===== config.mk =====
export PLATFORM = sky130hd
export DESIGN_NAME = uart_rx
export DESIGN_NICKNAME = d
export VERILOG_FILES = /design/src/rtl/uart_pkg.sv /design/src/rtl/uart_baud_gen.sv /design/src/rtl/uart_rx.sv
export SDC_FILE = /design/constraint.sdc
export NUM_CORES = 1
export LEC_CHECK = 0
export ABC_AREA = 1
export CORE_MARGIN = 1.5
export CORE_UTILIZATION = 38
export CTS_CLUSTER_SIZE = 40
export DETAILED_ROUTE_END_ITERATION = 7
export MAX_ROUTING_LAYER = met4
export PLACE_DENSITY = 0.6
export SLEW_MARGIN = 10
export SYNTH_ARGS = -nofsm -noshare
export SYNTH_HDL_FRONTEND = slang
export SYNTH_SLANG_ARGS = --single-unit
export TNS_END_PERCENT = 30

===== constraint.sdc =====
create_clock -name clk -period 1.34 [get_ports clk]
set_input_delay 0.134 -clock clk [delete_from_list [all_inputs] [get_ports clk]]
set_output_delay 0.134 -clock clk [all_outputs]
set_load 0.05 [all_outputs]

===== src/rtl/uart_pkg.sv =====
// Shared UART definitions: receiver state encoding and default frame/baud parameters.
// Used by uart_rx and intended for reuse by the matching transmitter.
package uart_pkg;

    localparam int DBIT_DEF = 8;
    localparam int OVS_DEF  = 16;
    localparam int DVSR_DEF = 54;

    typedef enum logic [2:0] {
        IDLE   = 3'd0,
        START  = 3'd1,
        DATA   = 3'd2,
        PARITY = 3'd3,
        STOP   = 3'd4
    } rx_state_t;

    // Counter width helper that never returns zero, so 1-valued ranges still get a bit.
    function automatic int clog2_min1(input int value);
        return (value > 1) ? $clog2(value) : 1;
    endfunction

endpackage


===== src/rtl/uart_baud_gen.sv =====
// Oversample tick generator: free-running 0..DVSR-1 counter, s_tick high for
// one clk while the count sits at DVSR-1.
module uart_baud_gen
    import uart_pkg::*;
#(
    parameter int DVSR = DVSR_DEF
) (
    input  logic clk,
    input  logic rst_n,
    output logic s_tick
);

    localparam int CW = clog2_min1(DVSR);

    logic [CW-1:0] cnt;

    assign s_tick = (cnt == CW'(DVSR - 1));

    always_ff @(posedge clk or negedge rst_n) begin
        if (!rst_n) begin
            cnt <= '0;
        end else if (s_tick) begin
            cnt <= '0;
        end else begin
            cnt <= cnt + 1'b1;
        end
    end

endmodule


===== src/rtl/uart_rx.sv =====
// Oversampling UART receiver (start, DBIT data LSB-first, optional even parity, stop).
// Define UART_RX_PARITY_EN to receive and check a parity bit after the data bits.
//
// state  | meaning
// IDLE   | line idle, waiting for a falling edge on rx_s
// START  | counting to the middle of the start bit, reject glitches
// DATA   | sampling DBIT data bits at their mid-points
// PARITY | sampling the parity bit (UART_RX_PARITY_EN only)
// STOP   | sampling the stop bit, then report the frame
module uart_rx
    import uart_pkg::*;
#(
    parameter int DBIT = DBIT_DEF,
    parameter int DVSR = DVSR_DEF,
    parameter int OVS  = OVS_DEF
) (
    input  logic            clk,
    input  logic            rst_n,
    input  logic            rx,
    output logic [DBIT-1:0] dout,
    output logic            rx_done_tick,
    output logic            frame_err,
    output logic            parity_err
);

    localparam int SW = clog2_min1(OVS);
    localparam int NW = clog2_min1(DBIT);
    localparam logic [SW-1:0] S_MID  = SW'(OVS / 2 - 1);
    localparam logic [SW-1:0] S_END  = SW'(OVS - 1);
    localparam logic [NW-1:0] N_LAST = NW'(DBIT - 1);

    logic            s_tick;
    logic            rx_meta;
    logic            rx_s;
    logic            rx_prev;
    logic            rx_fall;

    rx_state_t       state_reg, state_next;
    logic [SW-1:0]   s_reg, s_next;
    logic [NW-1:0]   n_reg, n_next;
    logic [DBIT-1:0] b_reg, b_next;

    logic            done_set;
    logic            par_bad;

    uart_baud_gen #(.DVSR(DVSR)) u_baud_gen (
        .clk    (clk),
        .rst_n  (rst_n),
        .s_tick (s_tick)
    );

    // rx is asynchronous; both flops reset to the idle level so release does not look like an edge.
    always_ff @(posedge clk or negedge rst_n) begin
        if (!rst_n) begin
            rx_meta <= 1'b1;
            rx_s    <= 1'b1;
            rx_prev <= 1'b1;
        end else begin
            rx_meta <= rx;
            rx_s    <= rx_meta;
            rx_prev <= rx_s;
        end
    end

    assign rx_fall = rx_prev & ~rx_s;

    always_ff @(posedge clk or negedge rst_n) begin
        if (!rst_n) begin
            state_reg <= IDLE;
            s_reg     <= '0;
            n_reg     <= '0;
            b_reg     <= '0;
        end else begin
            state_reg <= state_next;
            s_reg     <= s_next;
            n_reg     <= n_next;
            b_reg     <= b_next;
        end
    end

`ifdef UART_RX_PARITY_EN
    logic p_reg, p_next;

    always_ff @(posedge clk or negedge rst_n) begin
        if (!rst_n) begin
            p_reg <= 1'b0;
        end else begin
            p_reg <= p_next;
        end
    end
`endif

    always_comb begin
        state_next = state_reg;
        s_next     = s_reg;
        n_next     = n_reg;
        b_next     = b_reg;
`ifdef UART_RX_PARITY_EN
        p_next     = p_reg;
`endif
        case (state_reg)
            IDLE: begin
                if (rx_fall) begin
                    state_next = START;
                    s_next     = '0;
                end
            end
            START: begin
                if (s_tick) begin
                    if (s_reg == S_MID) begin
                        s_next = '0;
                        n_next = '0;
                        state_next = rx_s ? IDLE : DATA;
                    end else begin
                        s_next = s_reg + 1'b1;
                    end
                end
            end
            DATA: begin
                if (s_tick) begin
                    if (s_reg == S_END) begin
                        s_next = '0;
                        b_next = {rx_s, b_reg[DBIT-1:1]};
                        if (n_reg == N_LAST) begin
`ifdef UART_RX_PARITY_EN
                            state_next = PARITY;
`else
                            state_next = STOP;
`endif
                        end else begin
                            n_next = n_reg + 1'b1;
                        end
                    end else begin
                        s_next = s_reg + 1'b1;
                    end
                end
            end
`ifdef UART_RX_PARITY_EN
            PARITY: begin
                if (s_tick) begin
                    if (s_reg == S_END) begin
                        p_next     = rx_s;
                        s_next     = '0;
                        state_next = STOP;
                    end else begin
                        s_next = s_reg + 1'b1;
                    end
                end
            end
`endif
            STOP: begin
                if (s_tick) begin
                    if (s_reg == S_END) begin
                        state_next = IDLE;
                    end else begin
                        s_next = s_reg + 1'b1;
                    end
                end
            end
            default: begin
                state_next = IDLE;
            end
        endcase
    end

    always_comb begin
        done_set = (state_reg == STOP) && s_tick && (s_reg == S_END);
`ifdef UART_RX_PARITY_EN
        par_bad  = ^{b_reg, p_reg};
`else
        par_bad  = 1'b0;
`endif
    end

    // Error flags are only ever set alongside the done pulse, so they read 0 otherwise.
    always_ff @(posedge clk or negedge rst_n) begin
        if (!rst_n) begin
            dout         <= '0;
            rx_done_tick <= 1'b0;
            frame_err    <= 1'b0;
            parity_err   <= 1'b0;
        end else begin
            rx_done_tick <= done_set;
            frame_err    <= done_set & ~rx_s;
            parity_err   <= done_set & par_bad;
            if (done_set) begin
                dout <= b_reg;
            end
        end
    end

endmodule

After elaboration in Yosys (flattened, before gate mapping). Cells that the tools add are included. Widths: inputs -> output; s select.

Logic and storage cells: 68. Register bits: 37. Output and inout bits: 11.

Muxes and demuxes: 25. Add/subtract/negate cells: 3. Equality and inequality tests: 17. Reductions and logical operators: 9. Bitwise logic cells: 3.

Operators with widths (number): $mux 3 (13); $mux 4 (7); $ne 2x2->1 const B (10); $pmux 4 s4 (1); $pmux 3 s4 (1); $reduce_and 6->1 (2); $reduce_and 8->1 (1); $add 6x1->6 const B (1); $eq 3x3->1 const B (2); $eq 6x6->1 const B (1); $mux 6 (1); $pmux 3 s2 (1); $add 4x1->4 const B (1); $eq 4x3->1 const B (1); $eq 4x4->1 const B (1); $reduce_bool 4->1 (1); $add 3x1->3 const B (1); $eq 3x1->1 const B (1); $eq 3x2->1 const B (1); $logic_not 3->1 (1); $reduce_and 3->1 (1); $and 1x1->1 (2); $logic_and 1x1->1 (2); $mux 2 (1); 2 further kinds (2).

Depth between registers and ports, before layout. Gate-level depths: netlist (run 1).

Depth in word-level cells: 5. Depth in mapped cells: 11.

By module. From an unflattened synthesis (run 1), not the netlist that was laid out.

Cell total of the unflattened synthesis: 220. Area, all modules: 1884.3 µm².

Modules (own cells, without submodules): uart_rx (seq. area each 779.5 µm², area an instance 1561.5 µm², times used 1, cells each 184); uart_baud_gen (seq. area each 150.1 µm², area an instance 322.8 µm², times used 1, cells each 36).

Worst setup path after synthesis (run 1). No wires, ideal clock.

Kind: reg-to-reg. Start point: reg u_baud_gen.cnt[1]. End point: reg dout[6]. Clock period less this slack: 1404 ps. Arrival: 1281 ps. Buffers on the path: 1. Slack: -64 ps. Library setup time: 122 ps. Stages on the path, launching flop included: 9. Path through: dfrtp_1 > inv_1 > ha_1 > nand3_1 > nor2_4 > nand3_4 > buf_6 > nand2_1 > o21ai_1.

Longest elaborated chain between the ends: 3.

Ends and longest elaborated chain: start: declaration (line uart_baud_gen.sv:15) `logic [CW-1:0] cnt;`; start signal: assignment (line uart_baud_gen.sv:25) `cnt <= cnt + 1'b1;`; $eq 6x6->1 (line uart_baud_gen.sv:17) `assign s_tick = (cnt == CW'(DVSR - 1));`; $logic_and 1x1->1 (2 in a row) (line uart_rx.sv:167) `done_set = (state_reg == STOP) && s_tick && (s_reg == S_END);`; end signal: assignment (line uart_rx.sv:187) `dout <= b_reg;`; end: declaration (line uart_rx.sv:20) `output logic [DBIT-1:0] dout,`.

Every way passes these cells. A chain may end at the register's enable or synchronous reset.

Worst setup path after layout (run 1).
Start point: reg u_baud_gen.cnt[1]. End point: reg s_reg[2].

Longest elaborated chain between the ends: 3. Elaborated cells between the ends (all ways): 5. Those cells by class: eq/ne (4); reduce/logical (1).

Ends and longest elaborated chain: $eq 6x6->1 (*) (line uart_baud_gen.sv:17); $ne 2x2->1 (no line); $reduce_and 6->1 (no line) (*); end signal: assignment (line uart_rx.sv:75) `s_reg <= s_next;`; end: declaration (line uart_rx.sv:39) `logic [SW-1:0] s_reg, s_next;`.

Every way passes the cells marked *; elsewhere a longest branch is shown, timed or not.

==> results.md, run 1 <==
- Outcome: finished with violations
- Failing checks: negative setup slack
- Mapped Area: ~1900 um^2
- Worst vdd ir: ~0.78 mV
- CP startpoint kind: register
- Global route total overflow: 0
- Die width: between 70 and 80 um
- WP data arrival: around 1.7 ns
- Initial Util: approximately two fifths
- Dpl hpwl: around 2700 um
- Clk slew on worst S/H paths: around 0.080 ns
- Power Total: between 3000 and 4000 uW
- Clock Tree Buf Depth: 2
- Post-Place Worst Slack: -0.213 ns
- Final period util: 109%
- Sequential area share after synthesis: between 50% and 60%
- FF+latch count, synth: 37
- Leakage: ~0.0013 uW
- Critical path class: reg -> reg
- CTS root buf: clkbuf_8
- Tot GR Track Use: ~16%
- Die ar.: 5320 um^2
- Post-route DRC violation count: 0
- Post-Route WL: between 3000 and 4000 um
- Util after Layout: a little under three fifths
- Via count: between 1500 and 2000
- Hold WC Path Type: in -> reg
- Vias in the first global route: 1367
- Power Dens Cells: roughly 1300 nW/um^2
- Global-route wire length before repair: ~6000 um
- Fin. max-slew vios: 0
- Post-synth cell types: 28
- Total CTS buffers: 5
- Via density: 4.61
- Iteration-0 DRC Markers: 47
- Wire length per cell: approximately 11 um
- Number of H-tree levels: 2
- Die Span Y: ~73 um
- Clock Skews: approximately 0.006 ns
- Port bufs: 12
- Most common cell after layout, fill and taps aside: nand2_1
- Fmax: 682 MHz
- Area of the multi-input gates: about 930 um^2
- Most frequent cells in the layout: nand2_1 (43), dfrtp_1 (34), buf_4 (31)
- Slowest cell on crit path: dfrtp_1
- Detailed Routing Iterations Pass 1: 4
- Routed Antenna Nets: 0
- PnR worst setup slack: -0.127 ns
- Mean Syn Cell Area: about 9.0 um^2
- Sequential cell area: about 930 um^2
- Worst skew pair latency: between 0.2 and 0.3 ns
- Row count: 25
- NumNets Final: 267
- Syn Inst Count: around 210
- Layout cell share with drive strength beyond 1: roughly 47%
- Max_cap viols: 0
- Core Region: 4720 um^2
- Final RePlAce weighted congestion: between 0.8 and 0.9
- Crit path cell chain: inv_1, ha_2, nand3_2, nor2_4, a21oi_2, nor2_4, buf_4, nand3_2, nand2_1
- Fin crit period: 1.47 ns
- Largest net degree at the start of global routing: 18
- Slowest Stage Delay on Critical Path: between 0.3 and 0.4 ns
- Initial antenna violation count: 0
- Num ports: 14
- Syn Nets: ~220
- Area growth from synthesis to layout: 44.1%
- Critical Path RT: approximately 1.6 ns
- Post-route setup TNS: -1.74 ns
- CTS tree: built
- CP endpoint kind: register
- CP max FO: 7
- Fill cells: 410
- RSZ-0062 raised after global routing: yes
- Setup-failing EPs final: 26
- Hold Vio Cnt, Final: 0
- ANT cells: 0
- Sink Count: 37
- Yosys warning total: 0
[layout make-up]
cell class | instances | area share, %
clock buffers | 5 | 2.57
multi-input cells | 142 | 34.9
flip-flops and latches | 37 | 34.7
well taps | 67 | 3.13
repair buffers | 48 | 19.4
inverters | 25 | 3.59
clock inverters | 3 | 1.73
[worst max-delay path, delay by kind of cell (launching register included)]
kind | cells | cell delay, ns
DFF | 1 | 0.38
buffers and inverters | 2 | 0.20
and+or+nand+nor | 5 | 0.59
adders and majority gates | 1 | 0.17
AOI/OAI and AO/OA | 1 | 0.07
[metrics by stage]
step	std cells	hold WS [ns]	area (um^2)
after floorplan	207	-0.162	1860
after global placement	312	0.0596	2380
after detailed placement	312	0.0551	2380
after CTS	323	0.243	2570
after global routing	327	0.238	2680
final	327	0.249	2680
[per-layer routing]
layer	wire [um]	part of all wire, %	vias up	global-route usage [%]
met5	0	0	-	-
met4	65	1.8	0	6.29
met3	109	3.0	6	3.73
met2	1840	51	25	24.7
met1	1620	45	707	19.9
li1	-	-	770	-
[cell usage after synthesis]
cell type   n  area share (%)
nor2_2      1            0.34
nand3b_2    1            0.61
dfstp_2     3             4.2
or2_2       1            0.34
conb_1      1            0.20
o21ai_2    15             7.1
nand2_2     3             1.0
nand3_4     2             1.9
ha_1        5             3.4
nand4_1     4             1.3
inv_2       5             1.0
xor2_1      1            0.47
dfrtp_1    34              46
nor3b_1     1            0.40
buf_6       2             1.2
o21ai_0     5             1.3
buf_4       1            0.40
nor2_1     11             2.2
and2_1      1            0.34
a21oi_2     1            0.47
nor2_4      4             2.4
nand3_1    20             5.4
o21ai_1     1            0.27
a21oi_1     2            0.54
nand2_1    59              12
nand3_2     2             1.1
inv_1      20             4.0
a31oi_1     1            0.34
[repair_timing]
action | 4_1_cts | 5_1_grt
hold buffers | 1 | 0
resized for setup | 21 | 23
setup buffers | 2 | 4
pin swaps | 10 | 17
endpoints found under the hold margin | 12 | 0
setup endpoints to repair | 26 | 31
[cells by family after synthesis]
logic type,Yosys count,synth area share (%)
xor gates and xnor gates,1,0.471
other,1,0.202
adders and majority gates,5,3.36
DFF,37,50.0
AOI/OAI and AO/OA,25,10.0
buffers and inverters,28,6.66
and+or+nand+nor,110,29.3
[where the power goes]
| group | total, uW | switching [uW] | internal, uW |
|---|---|---|---|
| Sequential | 1260 | 80.9 | 1180 |
| Combinational | 1290 | 723 | 564 |
| Clock | 980 | 423 | 557 |
[worst paths after layout]
kind / cells after the start / endpoint / slack (ns) / from
setup reg to reg: 9 / s_reg[2] / -0.13 / u_baud_gen.cnt[1]
hold / removal: 1 / rx_meta / 0.25 / rx
max in group asynchronous: 3 / rx_prev / 0.52 / rst_n
setup / recovery: 9 / s_reg[2] / -0.13 / u_baud_gen.cnt[1]
hold reg to reg: 0 / rx_s / 0.36 / rx_meta
min in group asynchronous: 2 / dout[1] / 0.28 / rst_n
Note: power is estimated with default switching activity, not from simulation.
==> inputs of run 2 (changes only) <==
- CORE_MARGIN: 1.5 -> unset
==> results.md, run 2 (same netlist as run 1, synthesis figures left out) <==
- Outcome: finished with violations
- Failing checks: negative setup slack
- Post-Place Worst Slack: -0.166 ns (+0.0471 ns)
- Sink Count: 37 (unchanged)
- CP max FO: 8 (+1)
- Row count: 25 (unchanged)
- Most common cell after layout, fill and taps aside: nand2_1
- Fill cells: 416 (+1.5%)
- RSZ-0062 raised after global routing: yes
- Routed Antenna Nets: 0 (unchanged)
- Dpl hpwl: 2530 um (-4.4%)
- Area of the multi-input gates: 906 um^2 (-3.1%)
- Switching Share: 36.7% (+1.9 points)
- Core Region: 4720 um^2 (unchanged)
- Global route total overflow: 0 (unchanged)
- Wire length per cell: 11.4 um (+2.4%)
- Fin crit period: 1.47 ns (-0.000754 ns)
- Final cell count without fillers: 325 (-0.61%)
- Clk pwr share: 24.2% (-3.6 points)
- NumNets Final: 265 (-0.75%)
- Via density: 4.53 (-1.8%)
- Total CTS buffers: 5 (unchanged)
- Post-route DRC violation count: 0 (unchanged)
- P_sw: 1190 uW (-3.3%)
- Clock Skews: 0.0130 ns (+0.00700 ns)
- Fmax: 682 MHz (about the same)
- CTS root buf: clkbuf_8
- CTS tree: built
- Max_cap viols: 0 (unchanged)
- Critical path class: reg -> reg
- Worst vdd ir: 0.639 mV (-18%)
- Setup-failing EPs final: 28 (+7.7%)
- Clock Tree Buf Depth: 2 (unchanged)
- Fin. max-slew vios: 0 (unchanged)
- Power Dens Cells: 1240 nW/um^2 (-5.6%)
- Cell internal pwr: 2050 uW (-11%)
- Hold Vio Cnt, Final: 0 (unchanged)
- Worst skew pair latency: 0.30 ns (about the same)
- Placed cell count: 311 (-0.32%)
- CP startpoint kind: register
- Final period util: 109% (about the same)
- Initial Util: 39.4% (unchanged)
- Clk slew on worst S/H paths: 0.08 ns (about the same)
- Sequential fraction of design power: 39.3% (+3.5 points)
- Largest net degree at the start of global routing: 38 (+20)
- Critical Path RT: 1.56 ns (about the same)
- Die Span Y: 72.0 um (-1.4%)
- Detailed Routing Iterations Pass 1: 4 (unchanged)
- PnR worst setup slack: -0.126 ns (+0.000754 ns)
- Layout cell share with drive strength beyond 1: 43.0% (-4.3 points)
- Num ports: 14 (unchanged)
- WP data arrival: 1.69 ns (about the same)
- Power Total: 3230 uW (-8.4%)
- CP endpoint kind: register
- Die ar.: 5180 um^2 (-2.7%)
- Util after Layout: 55.0% (-1.7 points)
- Iteration-0 DRC Markers: 72 (+53%)
- Via count: 1472 (-2.4%)
- Vias in the first global route: 1388 (+1.5%)
- Leakage: 0.00125 uW (-1.5%)
- Number of H-tree levels: 2 (unchanged)
- Die width: 72.0 um (-1.4%)
- Global-route wire length before repair: 6130 um (+0.23%)
- Most frequent cells in the layout: nand2_1 (46), dfrtp_1 (34), buf_4 (28)
- Gate power share: 36.5% (about the same)
- Cell Area, Placed: 2370 um^2 (-0.32%)
- Sequential cell area: 930 um^2 (unchanged)
- Area growth from synthesis to layout: 39.8%
- Design Area, Final: 2600 um^2 (-3.0%)
- Initial antenna violation count: 0 (unchanged)
- Port bufs: 12 (unchanged)
- Post-Route WL: 3700 um (+1.8%)
- Final RePlAce weighted congestion: 0.800 (-2.1%)
- Hold WC Path Type: in -> reg
- Tot GR Track Use: 15.9% (+0.094 points)
- ANT cells: 0 (unchanged)
==> run 2: changes by cell type in the layout (fill, tap and decap cells not counted), moves of 2 or more <==
cell      change
a21oi_1       +2
a21oi_2       -2
buf_4         -3
clkinv_2      +2
nand2_1       +3
nand2_2       -2
o21ai_0       +2
o21ai_2       -3
==> run 2: final cells by class <==
type,instances,share of cell area [%]
flip-flops and latches,37,35.8
multi-input cells,143,34.8
repair buffers,45,19.2
inverters,25,3.71
well taps,67,3.22
clock buffers,5,2.65
clock inverters,3,0.674
==> run 2: worst max-delay path, cell delays in order, from the launching register on <==
cell	delay, ns
dfrtp_1	0.38
inv_1	0.06
ha_2	0.18
nand3_2	0.08
nor2_4	0.15
buf_4	0.15
buf_6	0.10
nand3_4	0.14
o21ai_2	0.17
==> run 2: metal layers <==
| metal | part of all wire, % | track usage [%] | vias to the layer above | wire (um) |
|---|---|---|---|---|
| met2 | 49 | 25.4 | 14 | 1810 |
| met1 | 47 | 19.2 | 686 | 1740 |
| met5 | 0 | - | - | 0 |
| li1 | - | - | 765 | - |
| met3 | 2.2 | 3.75 | 7 | 80 |
| met4 | 1.9 | 7.19 | 0 | 71 |
==> run 2: power by group through the flow <==
stage	Combinational, uW	Sequential, uW	Clock [uW]
5_1_grt	1310	1280	850
6_report	1180	1270	783
4_1_cts	1160	1260	806
2_1_floorplan	654	1270	0
3_3_place_gp	1030	1270	0
3_5_place_dp	1050	1280	0
==> run 2: path summary, 6_finish.rpt <==
kind                             to         startpoint  cells past startpoint  slack (ns)
setup / recovery           b_reg[0]  u_baud_gen.cnt[1]                      8       -0.13
hold / removal              rx_meta                 rx                      1        0.25
setup reg to reg           b_reg[0]  u_baud_gen.cnt[1]                      8       -0.13
hold reg to reg                rx_s            rx_meta                      0        0.36
max in group asynchronous   rx_prev              rst_n                      3        0.74
min in group asynchronous  s_reg[1]              rst_n                      3        0.32
==> run 2: through the flow <==
step | setup TNS (ns) | hold WS (ns)
floorplan | -0.331 | -0.162
global placement | -1.62 | 0.120
detailed placement | -2.50 | 0.113
CTS | -2.13 | 0.241
global route | -4.77 | 0.245
finish | -2.61 | 0.249
==> run 2: repair_timing <==
item / 4_1_cts / 5_1_grt
cloned: 0 / 1
hold buffers: 1 / 0
setup buffers: 0 / 4
resized for setup: 21 / 10
setup endpoints to repair: 27 / 28
pin swaps: 12 / 8
endpoints found under the hold margin: 34 / 0
